`config.mk`:
```
export PLATFORM = sky130hd
export DESIGN_NAME = cam_pattern_tx_flat
export DESIGN_NICKNAME = d
export VERILOG_FILES = /design/src/rtl/cam_pattern_tx_if.sv /design/src/rtl/cam_pattern_tx.sv /design/src/flat_wrapper.sv
export SDC_FILE = /design/constraint.sdc
export NUM_CORES = 1
export LEC_CHECK = 0
export BUFFER_PORTS_ARGS = -buffer_cell sky130_fd_sc_hd__clkbuf_2
export CORE_MARGIN = 1
export CORE_UTILIZATION = 60
export DETAILED_ROUTE_END_ITERATION = 16
export PLACE_DENSITY = 0.86
export SYNTH_ARGS = -nofsm -noshare
export SYNTH_HDL_FRONTEND = slang
export SYNTH_SLANG_ARGS = --single-unit
```
`constraint.sdc`:
```
create_clock -name i_clk -period 6.8 [get_ports i_clk]
set_input_delay 0.68 -clock i_clk [delete_from_list [all_inputs] [get_ports i_clk]]
set_output_delay 0.68 -clock i_clk [all_outputs]
set_load 0.005 [all_outputs]
```
`src/rtl/cam_pattern_tx_if.sv`:
```
// Camera parallel bus carrying vsync/href framing and byte-serial RGB565 pixel data.
interface cam_pattern_tx_if;
    logic       vsync;
    logic       href;
    logic [7:0] data;

    modport master (output vsync, output href, output data);
    modport slave  (input  vsync, input  href, input  data);
endinterface

```
`src/rtl/cam_pattern_tx.sv`:
```
// OV7670-style test-pattern transmitter: vsync/href frame timing with byte-serial RGB565 pixels.
module cam_pattern_tx #(
    parameter int H_ACTIVE    = 640,
    parameter int V_ACTIVE    = 480,
    parameter int H_BLANK     = 144,
    parameter int VSYNC_LINES = 3,
    parameter int V_BACK      = 17,
    parameter int V_FRONT     = 10
) (
    input  logic             i_clk,
    input  logic             i_rst,
    input  logic             i_enable,
    input  logic [1:0]       i_mode,
    input  logic [15:0]      i_solid,
    cam_pattern_tx_if.master o_cam,
    output logic             o_sof,
    output logic             o_busy,
    output logic [15:0]      o_frame_cnt
);
    localparam int LINE_CYC  = 2 * H_ACTIVE + H_BLANK;
    localparam int HREF_CYC  = 2 * H_ACTIVE;
    localparam int TOT_LINES = VSYNC_LINES + V_BACK + V_ACTIVE + V_FRONT;
    localparam int BW        = $clog2(LINE_CYC);
    localparam int LW        = $clog2(TOT_LINES + 1);

    localparam logic [31:0] COL1 = 32'(H_ACTIVE / 3);
    localparam logic [31:0] COL2 = 32'(2 * (H_ACTIVE / 3));
    localparam logic [31:0] ROW1 = 32'(V_ACTIVE / 3);
    localparam logic [31:0] ROW2 = 32'(2 * (V_ACTIVE / 3));

    typedef enum logic [2:0] {
        S_IDLE   = 3'd0,
        S_VSYNC  = 3'd1,
        S_VBACK  = 3'd2,
        S_ACTIVE = 3'd3,
        S_VFRONT = 3'd4
    } state_t;

    function automatic logic [15:0] bar_color(input logic [2:0] b);
        case (b)
            3'd0:    bar_color = 16'hFFFF;
            3'd1:    bar_color = 16'hFFE0;
            3'd2:    bar_color = 16'h07FF;
            3'd3:    bar_color = 16'h07E0;
            3'd4:    bar_color = 16'hF81F;
            3'd5:    bar_color = 16'hF800;
            3'd6:    bar_color = 16'h001F;
            default: bar_color = 16'h0000;
        endcase
    endfunction

    function automatic logic [15:0] grid_color(input logic [1:0] r, input logic [1:0] c);
        case ({r, c})
            4'b00_00: grid_color = 16'hF800;
            4'b00_01: grid_color = 16'hFD20;
            4'b00_10: grid_color = 16'hFFE0;
            4'b01_00: grid_color = 16'h07E0;
            4'b01_01: grid_color = 16'h001F;
            4'b01_10: grid_color = 16'hFFFF;
            4'b10_00: grid_color = 16'hF800;
            4'b10_01: grid_color = 16'h07E0;
            4'b10_10: grid_color = 16'h001F;
            default:  grid_color = 16'h0000;
        endcase
    endfunction

    state_t          r_state;
    logic [BW-1:0]   r_byte;
    logic [LW-1:0]   r_line;
    logic [15:0]     r_ramp;
    logic [1:0]      r_mode;
    logic [15:0]     r_solid;
    logic            r_vsync;
    logic            r_href;
    logic [7:0]      r_data;
    logic            r_sof;
    logic            r_busy;
    logic [15:0]     r_frame_cnt;

    state_t          w_state_nxt;
    logic [BW-1:0]   w_byte_nxt;
    logic [LW-1:0]   w_line_nxt;
    logic [LW-1:0]   w_line_max;
    logic            w_start;
    logic            w_frame_done;
    logic            w_pix_done;
    logic [15:0]     w_ramp_nxt;
    logic [31:0]     w_x32;
    logic [31:0]     w_y32;
    logic [2:0]      w_bar;
    logic [1:0]      w_col;
    logic [1:0]      w_row;
    logic [15:0]     w_pix;
    logic            w_href_nxt;
    logic [7:0]      w_data_nxt;

    // Frame sequencing: advance byte/line counters and walk the phases of a frame.
    always_comb begin
        w_state_nxt  = r_state;
        w_byte_nxt   = r_byte;
        w_line_nxt   = r_line;
        w_start      = 1'b0;
        w_frame_done = 1'b0;
        case (r_state)
            S_VSYNC:  w_line_max = LW'(VSYNC_LINES - 1);
            S_VBACK:  w_line_max = LW'(V_BACK - 1);
            S_ACTIVE: w_line_max = LW'(V_ACTIVE - 1);
            S_VFRONT: w_line_max = LW'(V_FRONT - 1);
            default:  w_line_max = '0;
        endcase
        case (r_state)
            S_IDLE: begin
                w_byte_nxt = '0;
                w_line_nxt = '0;
                if (i_enable) begin
                    w_state_nxt = S_VSYNC;
                    w_start     = 1'b1;
                end else begin
                    w_state_nxt = S_IDLE;
                end
            end
            S_VSYNC, S_VBACK, S_ACTIVE, S_VFRONT: begin
                if (r_byte != BW'(LINE_CYC - 1)) begin
                    w_byte_nxt = r_byte + BW'(1);
                end else if (r_line != w_line_max) begin
                    w_byte_nxt = '0;
                    w_line_nxt = r_line + LW'(1);
                end else begin
                    w_byte_nxt = '0;
                    w_line_nxt = '0;
                    case (r_state)
                        S_VSYNC:  w_state_nxt = S_VBACK;
                        S_VBACK:  w_state_nxt = S_ACTIVE;
                        S_ACTIVE: w_state_nxt = S_VFRONT;
                        default: begin
                            // End of VFRONT: the only place besides IDLE where i_enable is honoured.
                            w_frame_done = 1'b1;
                            if (i_enable) begin
                                w_state_nxt = S_VSYNC;
                                w_start     = 1'b1;
                            end else begin
                                w_state_nxt = S_IDLE;
                            end
                        end
                    endcase
                end
            end
            default: begin
                w_state_nxt = S_IDLE;
                w_byte_nxt  = '0;
                w_line_nxt  = '0;
            end
        endcase
    end

    // Pixel generation for the upcoming cycle, so every output can be registered directly.
    always_comb begin
        w_pix_done = (r_state == S_ACTIVE) && (r_byte < BW'(HREF_CYC)) && r_byte[0];
        if (w_start) begin
            w_ramp_nxt = 16'd0;
        end else if (w_pix_done) begin
            w_ramp_nxt = r_ramp + 16'd1;
        end else begin
            w_ramp_nxt = r_ramp;
        end
        w_x32 = 32'(w_byte_nxt[BW-1:1]);
        w_y32 = 32'(w_line_nxt);
        w_bar = 3'd0;
        for (int k = 1; k < 8; k++) begin
            if ({w_x32[28:0], 3'b000} >= 32'(k * H_ACTIVE)) begin
                w_bar = w_bar + 3'd1;
            end else begin
                w_bar = w_bar;
            end
        end
        if (w_x32 >= COL2) begin
            w_col = 2'd2;
        end else if (w_x32 >= COL1) begin
            w_col = 2'd1;
        end else begin
            w_col = 2'd0;
        end
        if (w_y32 >= ROW2) begin
            w_row = 2'd2;
        end else if (w_y32 >= ROW1) begin
            w_row = 2'd1;
        end else begin
            w_row = 2'd0;
        end
        case (r_mode)
            2'd0:    w_pix = r_solid;
            2'd1:    w_pix = bar_color(w_bar);
            2'd2:    w_pix = grid_color(w_row, w_col);
            default: w_pix = w_ramp_nxt;
        endcase
        w_href_nxt = (w_state_nxt == S_ACTIVE) && (w_byte_nxt < BW'(HREF_CYC));
        if (w_href_nxt) begin
            w_data_nxt = w_byte_nxt[0] ? w_pix[7:0] : w_pix[15:8];
        end else begin
            w_data_nxt = 8'h00;
        end
    end

    // State, counters, latched frame settings and registered outputs.
    always_ff @(posedge i_clk) begin
        if (i_rst) begin
            r_state     <= S_IDLE;
            r_byte      <= '0;
            r_line      <= '0;
            r_ramp      <= 16'd0;
            r_mode      <= 2'd0;
            r_solid     <= 16'd0;
            r_vsync     <= 1'b0;
            r_href      <= 1'b0;
            r_data      <= 8'h00;
            r_sof       <= 1'b0;
            r_busy      <= 1'b0;
            r_frame_cnt <= 16'd0;
        end else begin
            r_state <= w_state_nxt;
            r_byte  <= w_byte_nxt;
            r_line  <= w_line_nxt;
            r_ramp  <= w_ramp_nxt;
            if (w_start) begin
                r_mode  <= i_mode;
                r_solid <= i_solid;
            end else begin
                r_mode  <= r_mode;
                r_solid <= r_solid;
            end
            r_vsync     <= (w_state_nxt == S_VSYNC);
            r_href      <= w_href_nxt;
            r_data      <= w_data_nxt;
            r_sof       <= w_start;
            r_busy      <= (w_state_nxt != S_IDLE);
            r_frame_cnt <= w_frame_done ? (r_frame_cnt + 16'd1) : r_frame_cnt;
        end
    end

    assign o_cam.vsync = r_vsync;
    assign o_cam.href  = r_href;
    assign o_cam.data  = r_data;
    assign o_sof       = r_sof;
    assign o_busy      = r_busy;
    assign o_frame_cnt = r_frame_cnt;

endmodule

```
`src/flat_wrapper.sv`:
```
// flat-port wrapper written by rule: the top's interface ports become plain ports
module cam_pattern_tx_flat 
#(
    parameter int H_ACTIVE    = 640,
    parameter int V_ACTIVE    = 480,
    parameter int H_BLANK     = 144,
    parameter int VSYNC_LINES = 3,
    parameter int V_BACK      = 17,
    parameter int V_FRONT     = 10
)
  (i_clk, i_rst, i_enable, i_mode, i_solid, o_sof, o_busy, o_frame_cnt, o_cam_vsync, o_cam_href, o_cam_data);
  cam_pattern_tx_if o_cam_i ();
  input  logic i_clk;
  input  logic i_rst;
  input  logic i_enable;
  input  logic [1:0] i_mode;
  input  logic [15:0] i_solid;
  output logic o_sof;
  output logic o_busy;
  output logic [15:0] o_frame_cnt;
  output wire logic [$bits(o_cam_i.vsync)-1:0] o_cam_vsync;
  output wire logic [$bits(o_cam_i.href)-1:0] o_cam_href;
  output wire logic [$bits(o_cam_i.data)-1:0] o_cam_data;
  assign o_cam_vsync = o_cam_i.vsync;
  assign o_cam_href = o_cam_i.href;
  assign o_cam_data = o_cam_i.data;
  cam_pattern_tx #(.H_ACTIVE(H_ACTIVE), .V_ACTIVE(V_ACTIVE), .H_BLANK(H_BLANK), .VSYNC_LINES(VSYNC_LINES), .V_BACK(V_BACK), .V_FRONT(V_FRONT)) u_core (.i_clk(i_clk), .i_rst(i_rst), .i_enable(i_enable), .i_mode(i_mode), .i_solid(i_solid), .o_cam(o_cam_i), .o_sof(o_sof), .o_busy(o_busy), .o_frame_cnt(o_frame_cnt));
endmodule
```
==> flow_metrics.py <==
metrics = {
    "detailed_routing": {
        "ant_nets": 0,
        "via_per_inst": 6.26,
        "drcViolationCount": 0,
        "routed_wl_mm": 12.7,
        "dr.pass1.iters": 5,
        "drt_iter0_drc": 615,
        "vias": 4989,
        "wl_per_cell_um": 15.9,
    },
    "clocking": {
        "cts_tree": "yes",
        "cts.htree.levels": 3,
        "clock-sinks": 85,
        "clock-root-buffer": "clkbuf_8",
        "postCtsHoldBufs": 0,
        "clk_pin_slew_ps": 90,
        "cts_resized": 0,
        "insertion_delay_ps": 370,
        "post_cts_buffers": 0,
        "cts_buffer_depth": 2,
        "cts_buffers": 9,
    },
    "critical_path": {
        "cp_common_cell": "ha_1",
        "cp_slowest_stage_delay_ps": 530,
        "critPathLaunch": "u_core.r_byte[0]",
        "arrival_ps": 6530,
        "rr_worst_depth": 28,
        "path_max_fanout": 14,
        "path_class": "flip-flop to flip-flop",
        "start_kind": "flip-flop",
        "cp.required_ps": 7100,
        "end_kind": "flip-flop",
        "rr_startpoint": "u_core.r_byte[0]",
        "critPathSlowestCell": "dfxtp_1",
    },
    "min_path": {
        "hp-class": "flip-flop to flip-flop",
        "hold_depth": 2,
        "hold_start": "u_core.r_solid[3]",
    },
    "pwr": {
        "comb_power_share": 0.075,
        "p_switching_uw": 253,
        "p_int_uw": 703,
        "ir_drop_v": 0.000128,
        "power.density_mw_per_mm2": 172,
        "p_leak_uw": 0.00208,
        "pwr-share-seq": 0.540,
        "p_clk_frac": 0.385,
        "swShare": 0.265,
    },
    "synthesis": {
        "ys.flop_type": "dfxtp_1",
        "synth.distinct_cells": 76,
        "yosysTopAreaCellShare": 0.331,
        "netlist_instances": 668,
        "synth.cell_area_mm2": 0.00514,
        "synth-seq-area-share": 0.331,
        "avgSynthCellArea_um2": 7.69,
        "ys_ff_latch": 85,
        "synth_top_cell_by_area": "dfxtp_1",
        "synth_nets": 699,
        "yosys-top-cells-area": "dfxtp_1, nand2_1, nor2_1",
        "synth_edf_count": 0,
        "ys_warn_count": 0,
        "ys_async_sr_fraction": 0,
    },
    "placement": {
        "routabilityCongestion": 0.947,
        "dp_hpwl_mm": 9.11,
        "io_buffers": 48,
    },
    "timing": {
        "hold-worst-slack_ps": 468,
        "maxSlewViolCount": 0,
        "setup_tns_ps": 0,
        "hold_viol": 0,
        "fin_crit_sh": 0.917,
        "tightest_slew_ps": 1030,
        "fin_crit_ps": 6230,
        "finalSetupViolCount": 0,
        "relSlewSlack": 0.313,
        "fmax_ghz": 0.160,
        "rsz0062_at_grt": "false",
        "clock_skew_ps": 13.9,
    },
    "floorplan": {
        "die_h_um": 94.5,
        "dieArea_mm2": 0.00894,
        "core_mm2": 0.00826,
        "start_util": 0.622,
        "io_pins": 49,
        "num_rows": 33,
        "die_w_um": 94.5,
    },
    "global_route": {
        "grt_overflow": 0,
        "grt_usage": 0.298,
        "grt_max_degree": 50,
        "grt_pass1_vias": 4536,
        "antenna_found_initial": 0,
        "grt_pass1_wl_mm": 21.2,
    },
    "run_status": {
        "status": "complete, no violations",
    },
    "layout": {
        "nets": 719,
        "n_fill_cell": 706,
        "drive_gt1_frac": 0.136,
        "syn_to_final_growth_pct": 8.40,
        "diodes": 0,
        "regArea_mm2": 0.00170,
        "multiInputGateArea_mm2": 0.00321,
    },
    "job": {
        "max_cap_violations": 0,
    },
}
[critical path, delay by kind of cell, from the launching register on]
kind	cells	cell delay [ps]
AND/OR/NAND/NOR	10	1660
multiplexers	2	540
flip-flops	1	530
adder cells (fa/ha/maj)	6	1630
buffers and inverters	1	50
XOR/XNOR	1	190
AO/OA/AOI/OAI	8	1550
[synth_stat cells, types with 5 or more instances]
cell type and instances:
o31ai_1 6, and4_1 6, xnor2_1 26, clkbuf_1 37, and3_1 14, nor2b_1 8, nor4_1 10, o22ai_1 8
a31oi_1 7, a21oi_1 40, or3_1 8, ha_1 10, nand2_1 92, inv_1 12, nor2_1 80, xor2_1 26
dfxtp_1 85, nor3_1 19, o21ai_0 23, a21o_1 5, nand2b_1 7, a211oi_1 8, nand3_1 27, nand4_1 9
[stage by stage]
stage | power, µW | util | area (µm²) | instances | setup WS [ps]
6_report | 956 | 0.674 | 5570 | 797 | 567
5_1_grt | 992 | 0.674 | 5570 | 797 | 96.6
4_1_cts | 959 | 0.674 | 5570 | 797 | 524
3_5_place_dp | 597 | 0.650 | 5370 | 782 | 555
3_3_place_gp | 596 | 0.650 | 5370 | 782 | 801
2_1_floorplan | 577 | - | 5140 | 668 | 1250
[routing by layer]
layer  global-route usage  wire (µm)
met5                    0          0
met4                0.110        277
met2                0.471       5880
met1                0.400       5700
met3               0.0612        833
[state kept, by name, summed over array words and instances (netlist names)]
register and count:
u_core.o_frame_cnt 16, u_core.r_ramp 16, u_core.r_solid 16, u_core.r_byte 11, u_core.r_line 9, u_core.o_cam.data 8
u_core.r_state 3, u_core.r_mode 2, u_core.o_busy 1, u_core.o_cam.href 1, u_core.o_cam.vsync 1, u_core.o_sof 1
[power groups by stage]
stage               registers, µW  logic (µW)  clock network [µW]
finish                        516        71.9                 368
global route                  518        79.9                 394
CTS                           516        70.5                 373
detailed placement            527        69.9                   0
global placement              527        68.9                   0
floorplan                     522        55.2                   0
[placed cells by master, fill, tap and decap left out, types with 6 or more instances in the layout]
master    Yosys  layout
nor2b_1       8       8
or3_1         8       8
a211oi_1      8       8
xnor2_1      26      26
nand3_1      27      27
inv_1        12      12
xor2_1       26      26
nor2_1       80      79
nand4_1       9       9
ha_1         10       9
and4_1        6       6
a21oi_1      40      40
dfxtp_1      85      85
clkbuf_8      0       9
nor3_1       19      19
nor4_1       10      10
o31ai_1       6       6
clkbuf_2      0      48
a31oi_1       7       7
o22ai_1       8       8
nand2b_1      7       7
o21ai_0      23      23
nand2_1      92      92
and3_1       14      14
[cell type report]
| cell class | count | area share |
|---|---|---|
| clock buffers | 9 | 0.0222 |
| inverters | 13 | 0.00876 |
| clock inverters | 6 | 0.0128 |
| well taps | 105 | 0.0236 |
| flip-flops and latches | 85 | 0.306 |
| repair buffers | 53 | 0.0499 |
| multi-input cells | 526 | 0.577 |
[kinds of logic after synthesis]
family,count (synthesis),synth area share
simple gates,316,0.315
compound gates,140,0.180
flops,85,0.331
buf+inv,57,0.0441
xor+xnor,52,0.0887
fa+ha+maj,10,0.0244
mux,8,0.0166
[path summary, 6_finish.rpt]
| path | endpoint | slack, ps |
|---|---|---|
| hold / removal | u_core.r_solid[3] | 470 |
| setup reg to reg | u_core.o_cam.data[7] | 570 |
| hold reg to reg | u_core.r_solid[3] | 470 |
| setup / recovery | u_core.o_cam.data[7] | 570 |
(Power assumes the default switching activity.)
